[src/rtl/vert_cmd_link_pkg.sv]
// Shared constants, command word layout and TX state encoding for the vertical-axis command link.
package vert_cmd_link_pkg;

  localparam int FRAME_LEN   = 5;
  localparam int WORD_W      = 8 * FRAME_LEN;
  localparam int MOTOR_COUNT = 10;

  localparam int OFF_MOTOR   = 0;
  localparam int OFF_DIVIDER = 4;
  localparam int OFF_STEPS   = 19;
  localparam int OFF_DIR     = 34;

  localparam logic [1:0] TAG_D0 = 2'd0;
  localparam logic [1:0] TAG_D1 = 2'd1;
  localparam logic [1:0] TAG_D2 = 2'd2;
  localparam logic [1:0] TAG_D3 = 2'd3;

  typedef enum logic [2:0] {
    TX_IDLE  = 3'd0,
    TX_START = 3'd1,
    TX_SKIP  = 3'd2,
    TX_WAITB = 3'd3,
    TX_DONE  = 3'd4
  } tx_state_t;

  function automatic logic [WORD_W-1:0] pack_cmd(input logic [3:0] motor,
                                                 input logic [14:0] divider,
                                                 input logic [14:0] steps,
                                                 input logic dir);
    logic [WORD_W-1:0] w;
    w = '0;
    w[OFF_MOTOR +: 4]    = motor;
    w[OFF_DIVIDER +: 15] = divider;
    w[OFF_STEPS +: 15]   = steps;
    w[OFF_DIR]           = dir;
    return w;
  endfunction

endpackage

[src/rtl/vert_cmd_link_status_rx.sv]
// Status pack decoder: assembles tagged bytes 0..3 into committed motor/terminal flags
// and runs the staleness countdown that gates new commands.
module vert_status_rx
  import vert_cmd_link_pkg::*;
#(
  parameter int unsigned STALE_LIMIT = 2500000
) (
  input  logic                   clk,
  input  logic                   rst_n,
  input  logic                   rx_ready,
  input  logic [7:0]             rx_data,
  input  logic [MOTOR_COUNT-1:0] blocked,
  output logic [MOTOR_COUNT-1:0] blocked_seen,
  output logic                   commit,
  output logic [9:0]             motor_pending,
  output logic [9:0]             term_flags,
  output logic                   status_valid,
  output logic                   status_stale,
  output logic                   link_err
);

  logic        rdy_q;
  logic        byte_evt;
  logic        active;
  logic [1:0]  exp_tag;
  logic [4:0]  d0, d1, d2;
  logic [31:0] stale_cnt;
  logic [1:0]  tag;
  logic        bit5;
  logic [4:0]  data;
  logic        seq_ok;

  assign tag      = rx_data[7:6];
  assign bit5     = rx_data[5];
  assign data     = rx_data[4:0];
  assign byte_evt = rx_ready & ~rdy_q;
  assign seq_ok   = active && (tag == exp_tag);
  assign commit   = byte_evt && !bit5 && (tag == TAG_D3) && seq_ok;
  assign status_stale = (stale_cnt == 32'd0);

  always_ff @(posedge clk or negedge rst_n) begin
    if (!rst_n) begin
      rdy_q         <= 1'b0;
      active        <= 1'b0;
      exp_tag       <= TAG_D0;
      d0            <= '0;
      d1            <= '0;
      d2            <= '0;
      blocked_seen  <= '0;
      motor_pending <= '0;
      term_flags    <= '0;
      status_valid  <= 1'b0;
      link_err      <= 1'b0;
      stale_cnt     <= 32'd0;
    end else begin
      rdy_q        <= rx_ready;
      status_valid <= commit;
      link_err     <= 1'b0;
      if (byte_evt) begin
        if (bit5) begin
          active   <= 1'b0;
          link_err <= 1'b1;
        end else if (tag == TAG_D0) begin
          // Tag 0 always starts over, even in the middle of a pack.
          active       <= 1'b1;
          exp_tag      <= TAG_D1;
          d0           <= data;
          blocked_seen <= blocked;
        end else if (seq_ok) begin
          if (tag == TAG_D1) d1 <= data;
          if (tag == TAG_D2) d2 <= data;
          if (tag == TAG_D3) active <= 1'b0;
          else exp_tag <= exp_tag + 2'd1;
        end else begin
          active   <= 1'b0;
          link_err <= 1'b1;
        end
      end
      if (commit) begin
        motor_pending <= {d1, d0};
        term_flags    <= {data, d2};
        stale_cnt     <= 32'(STALE_LIMIT);
      end else if (stale_cnt != 32'd0) begin
        stale_cnt <= stale_cnt - 32'd1;
      end
    end
  end

endmodule

[src/rtl/vert_cmd_link.sv]
// Motor command link: gates commands on fresh status, frames accepted commands into five
// UART bytes, and tracks which motors have a command in flight (blocked) until status clears them.
module vert_cmd_link
  import vert_cmd_link_pkg::*;
#(
  parameter int unsigned STALE_LIMIT = 2500000
) (
  input  logic        CLK_SE_AR,
  input  logic        rst_n,
  // cmd_* handshake: a command is taken on any rising edge where cmd_valid && cmd_ready.
  input  logic        cmd_valid,
  output logic        cmd_ready,
  input  logic [3:0]  cmd_motor,
  input  logic [14:0] cmd_divider,
  input  logic [14:0] cmd_steps,
  input  logic        cmd_dir,
  output logic        cmd_reject,
  output logic        TxD_start,
  output logic [7:0]  TxD_data,
  input  logic        TxD_busy,
  input  logic        RxD_data_ready,
  input  logic [7:0]  RxD_data,
  output logic [9:0]  motor_pending,
  output logic [9:0]  term_flags,
  output logic        status_valid,
  output logic        status_stale,
  output logic        link_err,
  output tx_state_t   tx_state
);

  tx_state_t               state, next_state;
  logic [WORD_W-1:0]       word;
  logic [2:0]              byte_idx;
  logic [3:0]              cur_motor;
  logic [MOTOR_COUNT-1:0]  blocked;
  logic [MOTOR_COUNT-1:0]  blocked_seen;
  logic [MOTOR_COUNT-1:0]  done_bit;
  logic                    commit;
  logic                    accept;
  logic                    cmd_bad;
  logic                    tx_done;
  logic [15:0]             motor_busy;

  vert_status_rx #(.STALE_LIMIT(STALE_LIMIT)) u_rx (
    .clk           (CLK_SE_AR),
    .rst_n         (rst_n),
    .rx_ready      (RxD_data_ready),
    .rx_data       (RxD_data),
    .blocked       (blocked),
    .blocked_seen  (blocked_seen),
    .commit        (commit),
    .motor_pending (motor_pending),
    .term_flags    (term_flags),
    .status_valid  (status_valid),
    .status_stale  (status_stale),
    .link_err      (link_err)
  );

  // Pad to 16 so an out-of-range motor index still selects a defined bit.
  assign motor_busy = {6'b0, motor_pending | blocked};
  assign cmd_bad    = (cmd_motor > 4'(MOTOR_COUNT - 1)) || motor_busy[cmd_motor];
  assign accept     = cmd_valid && cmd_ready;
  assign done_bit   = 10'(1) << cur_motor;
  assign TxD_data   = word[7:0];
  assign tx_state   = state;

  always_ff @(posedge CLK_SE_AR or negedge rst_n) begin
    if (!rst_n) state <= TX_IDLE;
    else        state <= next_state;
  end

  always_comb begin
    next_state = state;
    case (state)
      TX_IDLE:  if (accept && !cmd_bad) next_state = TX_START;
      TX_START: next_state = TX_SKIP;
      TX_SKIP:  next_state = TX_WAITB;
      TX_WAITB: if (!TxD_busy) next_state = (byte_idx == 3'(FRAME_LEN - 1)) ? TX_DONE : TX_START;
      TX_DONE:  next_state = TX_IDLE;
      default:  next_state = TX_IDLE;
    endcase
  end

  always_comb begin
    TxD_start = (state == TX_START);
    cmd_ready = (state == TX_IDLE) && !status_stale;
    tx_done   = (state == TX_DONE);
  end

  always_ff @(posedge CLK_SE_AR or negedge rst_n) begin
    if (!rst_n) begin
      word       <= '0;
      byte_idx   <= '0;
      cur_motor  <= '0;
      cmd_reject <= 1'b0;
      blocked    <= '0;
    end else begin
      cmd_reject <= accept && cmd_bad;
      if (state == TX_IDLE && accept && !cmd_bad) begin
        word      <= pack_cmd(cmd_motor, cmd_divider, cmd_steps, cmd_dir);
        byte_idx  <= '0;
        cur_motor <= cmd_motor;
      end else if (state == TX_WAITB && !TxD_busy) begin
        word     <= word >> 8;
        byte_idx <= byte_idx + 3'd1;
      end
      // Clear only what status has seen since its tag 0; a DONE on the same edge still lands.
      blocked <= (blocked & ~(commit ? blocked_seen : '0)) | (tx_done ? done_bit : '0);
    end
  end

endmodule

[config.mk]
export PLATFORM = sky130hd
export DESIGN_NAME = vert_cmd_link
export DESIGN_NICKNAME = d
export VERILOG_FILES = /design/src/rtl/vert_cmd_link_pkg.sv /design/src/rtl/vert_cmd_link_status_rx.sv /design/src/rtl/vert_cmd_link.sv
export SDC_FILE = /design/constraint.sdc
export NUM_CORES = 1
export LEC_CHECK = 0
export ABC_AREA = 1
export BUFFER_PORTS_ARGS = -buffer_cell sky130_fd_sc_hd__buf_2
export CORE_ASPECT_RATIO = 0.6
export CORE_MARGIN = 4
export CORE_UTILIZATION = 40
export DETAILED_ROUTE_END_ITERATION = 7
export PLACE_DENSITY = 0.68
export SLEW_MARGIN = 0
export SYNTH_ARGS = -nofsm -noshare
export SYNTH_HDL_FRONTEND = slang
export SYNTH_HIERARCHICAL = 1
export SYNTH_SLANG_ARGS = --single-unit
[constraint.sdc]
create_clock -name CLK_SE_AR -period 3.8 [get_ports CLK_SE_AR]
set_clock_uncertainty 0.2 [all_clocks]
set_input_delay 0.76 -clock CLK_SE_AR [delete_from_list [all_inputs] [get_ports CLK_SE_AR]]
set_output_delay 0.76 -clock CLK_SE_AR [all_outputs]
set_load 0.005 [all_outputs]
==> results.py, run 1 <==
metrics = {
    "outcome": {
        "outcome": "finished clean",
    },
    "die": {
        "die-height_um": 110,
        "coreArea_sq_um": 16600,
        "num_io_pins": 85,
        "rows": 36,
        "fp.dieW_um": 178,
        "initial_core_util_pct": 41.7,
        "die-area_sq_um": 19500,
    },
    "worst_setup_path": {
        "reg2reg_to": "word[25]$_DFFE_PN0P_",
        "path_class": "reg2reg",
        "endpoint": "word[25]$_DFFE_PN0P_",
        "worst_setup_path_start_kind": "register",
        "ff2ff_setup_slack_ns": 0.44,
        "crit_slowest_cell": "inv_2",
        "worstRegToRegCells": 12,
        "crit_path_start": "u_rx/stale_cnt[0]$_DFFE_PN0P_",
        "cp.arrival_ns": 3.48,
        "r2r_start": "u_rx/stale_cnt[0]$_DFFE_PN0P_",
        "crit_family": "simple AND/OR/NAND/NOR gates",
        "path_cells": "inv_2 -> ha_1 -> nand2_2 -> nor2_4 -> inv_1 -> nor4_1 -> nor3b_2 -> nand4_2 -> inv_2 -> nand2_1 -> nand2_1 -> inv_1",
        "worst-path-stages": 12,
        "path_buf_inv": 4,
        "cp_max_fo": 38,
        "end_kind": "register",
        "required_ns": 3.92,
        "slowest_delay_ns": 0.75,
    },
    "cells_and_area": {
        "fin_util_pct": 48.7,
        "layout-drive-gt1-share_pct": 15.4,
        "synthToLayoutAreaGrowth_pct": 16.7,
        "antennaDiodeCount": 0,
        "final_nets": 1052,
        "finalInstanceArea_sq_um": 8070,
    },
    "hold_path": {
        "hold_class": "in2async",
    },
    "route": {
        "viasPerCell": 4.87,
        "dr.pass1.iters": 5,
        "num_vias": 6050,
        "ant_nets": 0,
        "wl_per_cell_um": 13.7,
        "drt_iter0_drc": 631,
        "detail_route.wirelength_um": 17000,
        "drc": 0,
    },
    "clock_network": {
        "postCtsResizedCells": 0,
        "clk_latency_ns": 0.42,
        "clk_pin_slew_ns": 0.06,
        "post-cts-setup-buffer-count": 0,
        "cts_max_level": 4,
        "cts_tree": "yes",
        "cts_root_buf": "clkbuf_16",
        "cts_buffers": 17,
        "hold_buffers": 0,
        "numClockSinks": 139,
        "clock_path_buffers": 2,
    },
    "logic_synthesis": {
        "synth_top_area_share_pct": 50.3,
        "synthesis.area_sq_um": 6910,
        "synth_area_leaders": "dfrtp_1, nand2_1, nand3_1",
        "synth_top_area_cell": "dfrtp_1",
        "synth_cell_types": 30,
        "syn_avg_cell_area_sq_um": 7.46,
        "synthCells": 926,
        "yosysWarnings": 6,
        "syn_nets": 977,
        "seq_area_frac_synth_pct": 50.3,
        "ys_seq_elements": 139,
    },
    "timing": {
        "slew-limit-headroom_pct": 37.3,
        "hold_viol_final": 0,
        "slew_viol_final": 0,
        "finalSetupViolations": 0,
        "max_freq_ghz": 0.298,
        "rsz0062_at_grt": "no",
        "finalCritPeriodShare_pct": 88.4,
        "timing_worst_slew_pin_value_ns": 0.939,
        "fin_tns_setup_ns": 0,
        "period_needed_ns": 3.36,
    },
    "power_and_ir_drop": {
        "power.density_nw_per_um2": 562,
        "totalPowerFinal_w": 0.00454,
        "leakage_nw": 4.35,
        "ir_worst_vdd_mv": 0.293,
    },
    "placement": {
        "gp_congestion": 0.909,
        "placed_area_sq_um": 7450,
        "hpwl_um": 12000,
        "io_buffers": 84,
    },
    "grt": {
        "grt_pass1_vias": 5493,
        "grt_max_degree": 72,
        "antenna_found_initial": 0,
        "grt-ovfl-total": 0,
        "grtUsageTotal_pct": 18.5,
        "grt_pass1_wl_um": 28200,
    },
    "run": {
        "cap_violations": 0,
    },
}
==> state kept, by name (all words and copies together) (netlist names), 4 cells and up <==
register            count
blocked                10
cur_motor               4
u_rx/blocked_seen      10
u_rx/d0                 5
u_rx/d1                 5
u_rx/d2                 5
u_rx/motor_pending     10
u_rx/stale_cnt         32
u_rx/term_flags        10
word                   35
==> metal layers <==
layer,up-vias,wire (um),track usage (%)
met5,-,0,0
met4,0,161,4.96
met3,19,982,4.19
met2,159,7130,25.7
met1,2862,8680,28.6
li1,3010,-,-
==> per-stage QoR <==
step	hold slack, ns	std cells	setup slack [ns]
after floorplan	0.242	926	1.20
after global placement	0.250	1210	0.572
after detailed placement	0.259	1210	0.443
after CTS	0.169	1242	0.405
after global routing	0.199	1242	0.136
final	0.135	1242	0.442
==> cell type report <==
cell class                      instances  area (sq um)
Clock buffer                           20           467
Clock inverter                         12           149
Fill cell                            1667          8510
Inverter                              100           375
Multi-Input combinational cell        653          2830
Sequential cell                       139          3480
Tap cell                              228           285
Timing Repair Buffer                   90           484
==> placed cells by master (no fill, tap or decap), types with 2 or more instances in the layout <==
cell type and count:
clkbuf_8 3, or2_2 4, o21bai_1 5, o21ai_1 17, dfrtp_1 139, buf_2 83
nor2_1 107, inv_1 85, nor4_1 2, clkinv_4 2, ha_1 3, nand2_2 3
xor2_1 5, nor2_4 4, nand2_1 363, clkbuf_16 17, xnor2_1 2, inv_6 5
nor3_1 5, nand3_1 83, nor2_2 4, a21oi_1 3, nand4_1 8, o21ai_0 28
bufinv_16 2, nand4_2 2, buf_4 5, inv_8 2, inv_2 15
==> report_power, final <==
group,switching [W],leakage (nW),internal [W]
sequential,0.000200,1.77,0.00176
combinational,0.000514,2.27,0.000331
clock,0.000690,0.306,0.00104
==> worst min-delay path by stage <==
stage	depth (start not counted)	from	endpoint	slack [ns]
final	1	rst_n	u_rx/stale_cnt[29]$_DFFE_PN0P_	0.13
after global placement	2	u_rx/d1[0]$_DFFE_PN0P_	u_rx/motor_pending[5]$_DFFE_PN0P_	0.25
after CTS	1	rst_n	u_rx/stale_cnt[29]$_DFFE_PN0P_	0.17
after detailed placement	2	u_rx/blocked_seen[7]$_DFFE_PN0P_	u_rx/blocked_seen[7]$_DFFE_PN0P_	0.26
after floorplan	2	u_rx/blocked_seen[7]$_DFFE_PN0P_	u_rx/blocked_seen[7]$_DFFE_PN0P_	0.24
after global routing	1	rst_n	u_rx/stale_cnt[29]$_DFFE_PN0P_	0.20
==> synth_stat cells (all sizes together) <==
cell / number
nand2: 366
dfrtp: 139
nor2: 115
inv: 100
nand3: 84
o21ai: 45
buf: 28
nand4: 10
clkbuf: 6
nor3: 5
o21bai: 5
or2: 5
xor2: 5
a21oi: 3
ha: 3
nor4: 2
xnor2: 2
a32o: 1
nand3b: 1
nor3b: 1
==> cell families after synthesis <==
kind of cell               share of synthesized area [%]
and+or+nand+nor                                     35.3
DFF                                                 50.3
buffers and inverters                               8.76
AOI/OAI and AO/OA                                   4.16
xor gates and xnor gates                           0.887
adders and majority gates                          0.543
No activity file was read; power rests on OpenSTA's default activity.
==> run 2: changes to the inputs <==
CORE_ASPECT_RATIO = default   (was 0.6)
==> results.py, run 2 (same netlist as run 1, synthesis figures left out) <==
metrics = {
    "cells_and_area": {
        "fill_cells": 1634,
        "final_cell_mix": "nand2_1, dfrtp_1, nor2_1",
        "fin_cells": 1233,
        "largest_reg_flops": 35,
        "synthToLayoutAreaGrowth_pct": 16.6,
        "final_common_cell": "nand2_1",
        "antennaDiodeCount": 0,
        "final_nets": 1051,
        "reg_top3": "word x35, u_rx/stale_cnt x32",
        "largest-register": "word",
        "fin_util_pct": 48.1,
        "layout-drive-gt1-share_pct": 15.3,
    },
    "worst_setup_path": {
        "required_ns": 2.84,
        "reg2reg_to": "byte_idx[2]$_DFFE_PN0P_",
        "path_class": "reg2out",
        "crit_family": "simple AND/OR/NAND/NOR gates",
        "path_cells": "inv_2 -> ha_1 -> nand2_2 -> nor2_4 -> inv_1 -> nor4_1 -> nor2_1 -> buf_2",
        "crit_slowest_cell": "nor4_1",
        "path_buf_inv": 3,
        "r2r_start": "u_rx/stale_cnt[0]$_DFFE_PN0P_",
        "ff2ff_setup_slack_ns": 0.63,
        "cp_max_fo": 6,
        "worstRegToRegCells": 11,
        "end_kind": "output pin",
        "worst_setup_path_start_kind": "register",
        "slowest_delay_ns": 0.50,
        "cp.arrival_ns": 2.46,
    },
    "power_and_ir_drop": {
        "totalPowerFinal_w": 0.00455,
        "power_frac_seq_pct": 43.0,
        "power.density_nw_per_um2": 564,
        "pwr-share-clk_pct": 38.7,
        "internal_power_w": 0.00315,
        "switching_share_pct": 30.6,
        "combPwrFrac_pct": 18.3,
        "leakage_nw": 4.35,
        "ir_worst_vdd_mv": 0.341,
        "p_sw_w": 0.00139,
    },
    "grt": {
        "grtUsageTotal_pct": 16.9,
        "grt_pass1_wl_um": 27200,
        "grt_max_degree": 74,
        "antenna_found_initial": 0,
        "grt_pass1_vias": 5814,
        "grt-ovfl-total": 0,
    },
    "die": {
        "num_io_pins": 85,
        "die-area_sq_um": 19400,
        "initial_core_util_pct": 41.2,
        "die-height_um": 139,
        "rows": 47,
        "fp.dieW_um": 139,
        "coreArea_sq_um": 16800,
    },
    "clock_network": {
        "cts_max_level": 4,
        "clock_path_buffers": 2,
        "clk_latency_ns": 0.42,
        "post-cts-setup-buffer-count": 0,
        "numClockSinks": 139,
        "clk_pin_slew_ns": 0.06,
        "hold_buffers": 0,
        "postCtsResizedCells": 0,
        "cts_tree": "yes",
        "cts_root_buf": "clkbuf_16",
        "cts_buffers": 17,
    },
    "placement": {
        "gp_congestion": 0.883,
        "io_buffers": 84,
        "dp.cells": 1201,
        "hpwl_um": 11000,
    },
    "route": {
        "wl_met2_um": 7780,
        "drt-met1-wl_um": 7280,
        "ant_nets": 0,
        "wl_per_cell_um": 12.9,
        "top_layer_used": "met4",
        "drt_iter0_drc": 388,
        "viasPerCell": 4.76,
        "num_vias": 5868,
        "detail_route.wirelength_um": 15900,
        "drc": 0,
        "dr.pass1.iters": 5,
        "wl_met3_um": 563,
    },
    "timing": {
        "max_freq_ghz": 0.292,
        "rsz0062_at_grt": "no",
        "hold_viol_final": 0,
        "slew-limit-headroom_pct": 39.9,
        "finalCritPeriodShare_pct": 90.0,
        "period_needed_ns": 3.42,
        "timing_worst_slew_pin_value_ns": 0.901,
        "finalSetupViolations": 0,
        "fin_tns_setup_ns": 0,
        "slew_viol_final": 0,
    },
    "outcome": {
        "outcome": "finished clean",
    },
    "run": {
        "cap_violations": 0,
    },
    "hold_path": {
        "hold_class": "in2async",
    },
}
run 2: per-stage QoR:
stage / worst slack [ns] / area (sq um) / hold WS [ns]
after detailed placement: 0.630 / 7430 / 0.259
after floorplan: 1.20 / 6910 / 0.242
final: 0.379 / 8060 / 0.155
after CTS: 0.357 / 8060 / 0.202
after global routing: 0.205 / 8060 / 0.238
after global placement: 0.824 / 7430 / 0.249
run 2: power groups by stage:
stage | logic, W | registers, W | clock network, W
after floorplan | 0.000641 | 0.00193 | 0
after global placement | 0.000817 | 0.00197 | 0
after detailed placement | 0.000837 | 0.00198 | 0
after CTS | 0.000845 | 0.00196 | 0.00179
after global routing | 0.000973 | 0.00199 | 0.00186
final | 0.000831 | 0.00196 | 0.00176
run 2: per-layer routing:
layer,global-route usage (%),vias up
met5,0,-
met4,5.30,0
met3,3.43,15
met2,28.7,107
met1,21.7,2743
li1,-,3003
run 2: worst max path at each step:
stage / start / endpoint / slack, ns / cells past startpoint
finish: u_rx/stale_cnt[0]$_DFFE_PN0P_ / cmd_ready / 0.38 / 8
global route: u_rx/stale_cnt[0]$_DFFE_PN0P_ / cmd_ready / 0.21 / 8
CTS: u_rx/stale_cnt[0]$_DFFE_PN0P_ / cmd_ready / 0.36 / 8
detailed placement: u_rx/stale_cnt[0]$_DFFE_PN0P_ / byte_idx[2]$_DFFE_PN0P_ / 0.63 / 11
global placement: u_rx/stale_cnt[0]$_DFFE_PN0P_ / byte_idx[2]$_DFFE_PN0P_ / 0.82 / 11
floorplan: u_rx/stale_cnt[0]$_DFFE_PN0P_ / cmd_ready / 1.20 / 7
run 2: cell type report:
| type | count | area (sq um) | area share, % |
|---|---|---|---|
| repair buffers | 89 | 477 | 5.91 |
| multi-input cells | 653 | 2830 | 35.1 |
| flip-flops and latches | 139 | 3480 | 43.2 |
| inverters | 100 | 375 | 4.66 |
| clock inverters | 15 | 200 | 2.48 |
| well taps | 220 | 275 | 3.42 |
| clock buffers | 17 | 425 | 5.28 |
==> run 3: changes to the inputs <==
GPL_ROUTABILITY_DRIVEN = 0   (was default)
RECOVER_POWER = 25   (was default)
SKIP_LAST_GASP = 1   (was default)
==> results.py, run 3 (same netlist as run 1, synthesis figures left out) <==
metrics = {
    "timing": {
        "max_freq_ghz": 0.290,
        "hold_viol_final": 0,
        "timing_worst_slew_pin_value_ns": 1.90,
        "slew-limit-headroom_pct": -26.4,
        "period_needed_ns": 3.45,
        "rsz0062_at_grt": "no",
        "finalCritPeriodShare_pct": 90.7,
        "fin_tns_setup_ns": 0,
        "slew_viol_final": 74,
        "finalSetupViolations": 0,
    },
    "route": {
        "ant_nets": 0,
        "detail_route.wirelength_um": 15900,
        "drc": 0,
        "dr.pass1.iters": 5,
        "drt_iter0_drc": 385,
        "num_vias": 5899,
        "viasPerCell": 4.78,
        "wl_per_cell_um": 12.9,
    },
    "clock_network": {
        "numClockSinks": 139,
        "hold_buffers": 0,
        "clk_latency_ns": 0.42,
        "cts_max_level": 4,
        "cts_root_buf": "clkbuf_16",
        "cts_buffers": 17,
        "cts_tree": "yes",
        "clock_path_buffers": 2,
        "clk_pin_slew_ns": 0.06,
        "post-cts-setup-buffer-count": 0,
        "postCtsResizedCells": 0,
    },
    "die": {
        "initial_core_util_pct": 41.2,
        "rows": 47,
        "die-height_um": 139,
        "num_io_pins": 85,
        "fp.dieW_um": 139,
        "coreArea_sq_um": 16800,
        "die-area_sq_um": 19400,
    },
    "run": {
        "cap_violations": 1,
    },
    "power_and_ir_drop": {
        "pwr-share-clk_pct": 38.7,
        "internal_power_w": 0.00315,
        "ir_worst_vdd_mv": 0.340,
        "leakage_nw": 4.34,
        "combPwrFrac_pct": 18.2,
        "switching_share_pct": 30.6,
        "p_sw_w": 0.00139,
        "power.density_nw_per_um2": 565,
        "power_frac_seq_pct": 43.0,
    },
    "cells_and_area": {
        "largest-register": "word",
        "reg_top3": "word x35, u_rx/stale_cnt x32",
        "largest_reg_flops": 35,
        "final_nets": 1051,
        "fin_util_pct": 48.0,
        "final_cell_mix": "nand2_1, dfrtp_1, nor2_1",
        "layout-drive-gt1-share_pct": 15.2,
        "synthToLayoutAreaGrowth_pct": 16.3,
        "final_common_cell": "nand2_1",
        "antennaDiodeCount": 0,
    },
    "grt": {
        "antenna_found_initial": 0,
        "grt-ovfl-total": 0,
        "grt_max_degree": 74,
        "grt_pass1_vias": 5814,
        "grtUsageTotal_pct": 16.9,
        "grt_pass1_wl_um": 27200,
    },
    "worst_setup_path": {
        "worstRegToRegCells": 11,
        "cp.arrival_ns": 2.49,
        "cp_max_fo": 6,
        "required_ns": 2.84,
        "path_class": "reg2out",
        "end_kind": "output pin",
        "worst_setup_path_start_kind": "register",
    },
    "placement": {
        "hpwl_um": 11000,
        "io_buffers": 84,
    },
    "outcome": {
        "outcome": "finished with violations",
        "failed_checks": "capacitance limit, slew limit",
    },
    "hold_path": {
        "hold_class": "in2reg",
        "whs_path_depth": 1,
    },
}
run 3: layout make-up:
type,instances,area (sq um)
clock buffers,17,425
fillers,1639,8720
repair buffers,89,457
inverters,100,375
clock inverters,15,200
multi-input cells,653,2830
flip-flops and latches,139,3480
well taps,220,275
run 3: stage by stage:
stage          cells  hold slack, ns  instance area [sq um]  power [W]  setup slack [ns]
6_report        1233           0.259                   8040    0.00454             0.352
5_1_grt         1233           0.238                   8040    0.00482             0.205
4_1_cts         1233           0.202                   8060    0.00459             0.357
3_5_place_dp    1201           0.259                   7430    0.00282             0.630
3_3_place_gp    1201           0.249                   7430    0.00279             0.824
2_1_floorplan    926           0.242                   6910    0.00257              1.20
run 3: worst max-delay path, cell delays in order (launching register included):
cell,delay [ns]
dfrtp_1,0.40
inv_2,0.10
ha_1,0.31
nand2_2,0.14
nor2_4,0.16
inv_1,0.09
nor4_1,0.52
nor2_1,0.18
buf_2,0.17
run 3: final timing paths:
kind                                          startpoint                             end  slack, ns
max reg2reg                u_rx/stale_cnt[0]$_DFFE_PN0P_         byte_idx[2]$_DFFE_PN0P_       0.60
min                                       RxD_data_ready            u_rx/rdy_q$_DFF_PN0_       0.26
max in group asynchronous                          rst_n            word[16]$_DFFE_PN0P_       0.83
min in group asynchronous                          rst_n  u_rx/stale_cnt[11]$_DFFE_PN0P_       0.65
max                        u_rx/stale_cnt[0]$_DFFE_PN0P_                       cmd_ready       0.35
min reg2reg                         word[29]$_DFFE_PN0P_            word[29]$_DFFE_PN0P_       0.27
run 3: power groups by stage:
stage	registers, W	logic, W	clock network (W)
global placement	0.00197	0.000817	0
detailed placement	0.00198	0.000837	0
global route	0.00199	0.000971	0.00186
CTS	0.00196	0.000845	0.00179
floorplan	0.00193	0.000641	0
finish	0.00196	0.000828	0.00176
run 3: layer usage:
metal,vias to the layer above,part of all wire (%),track usage (%)
li1,3004,-,-
met1,2763,45,21.7
met2,117,49,28.7
met3,15,3.9,3.43
met4,0,1.8,5.30
met5,-,0,0
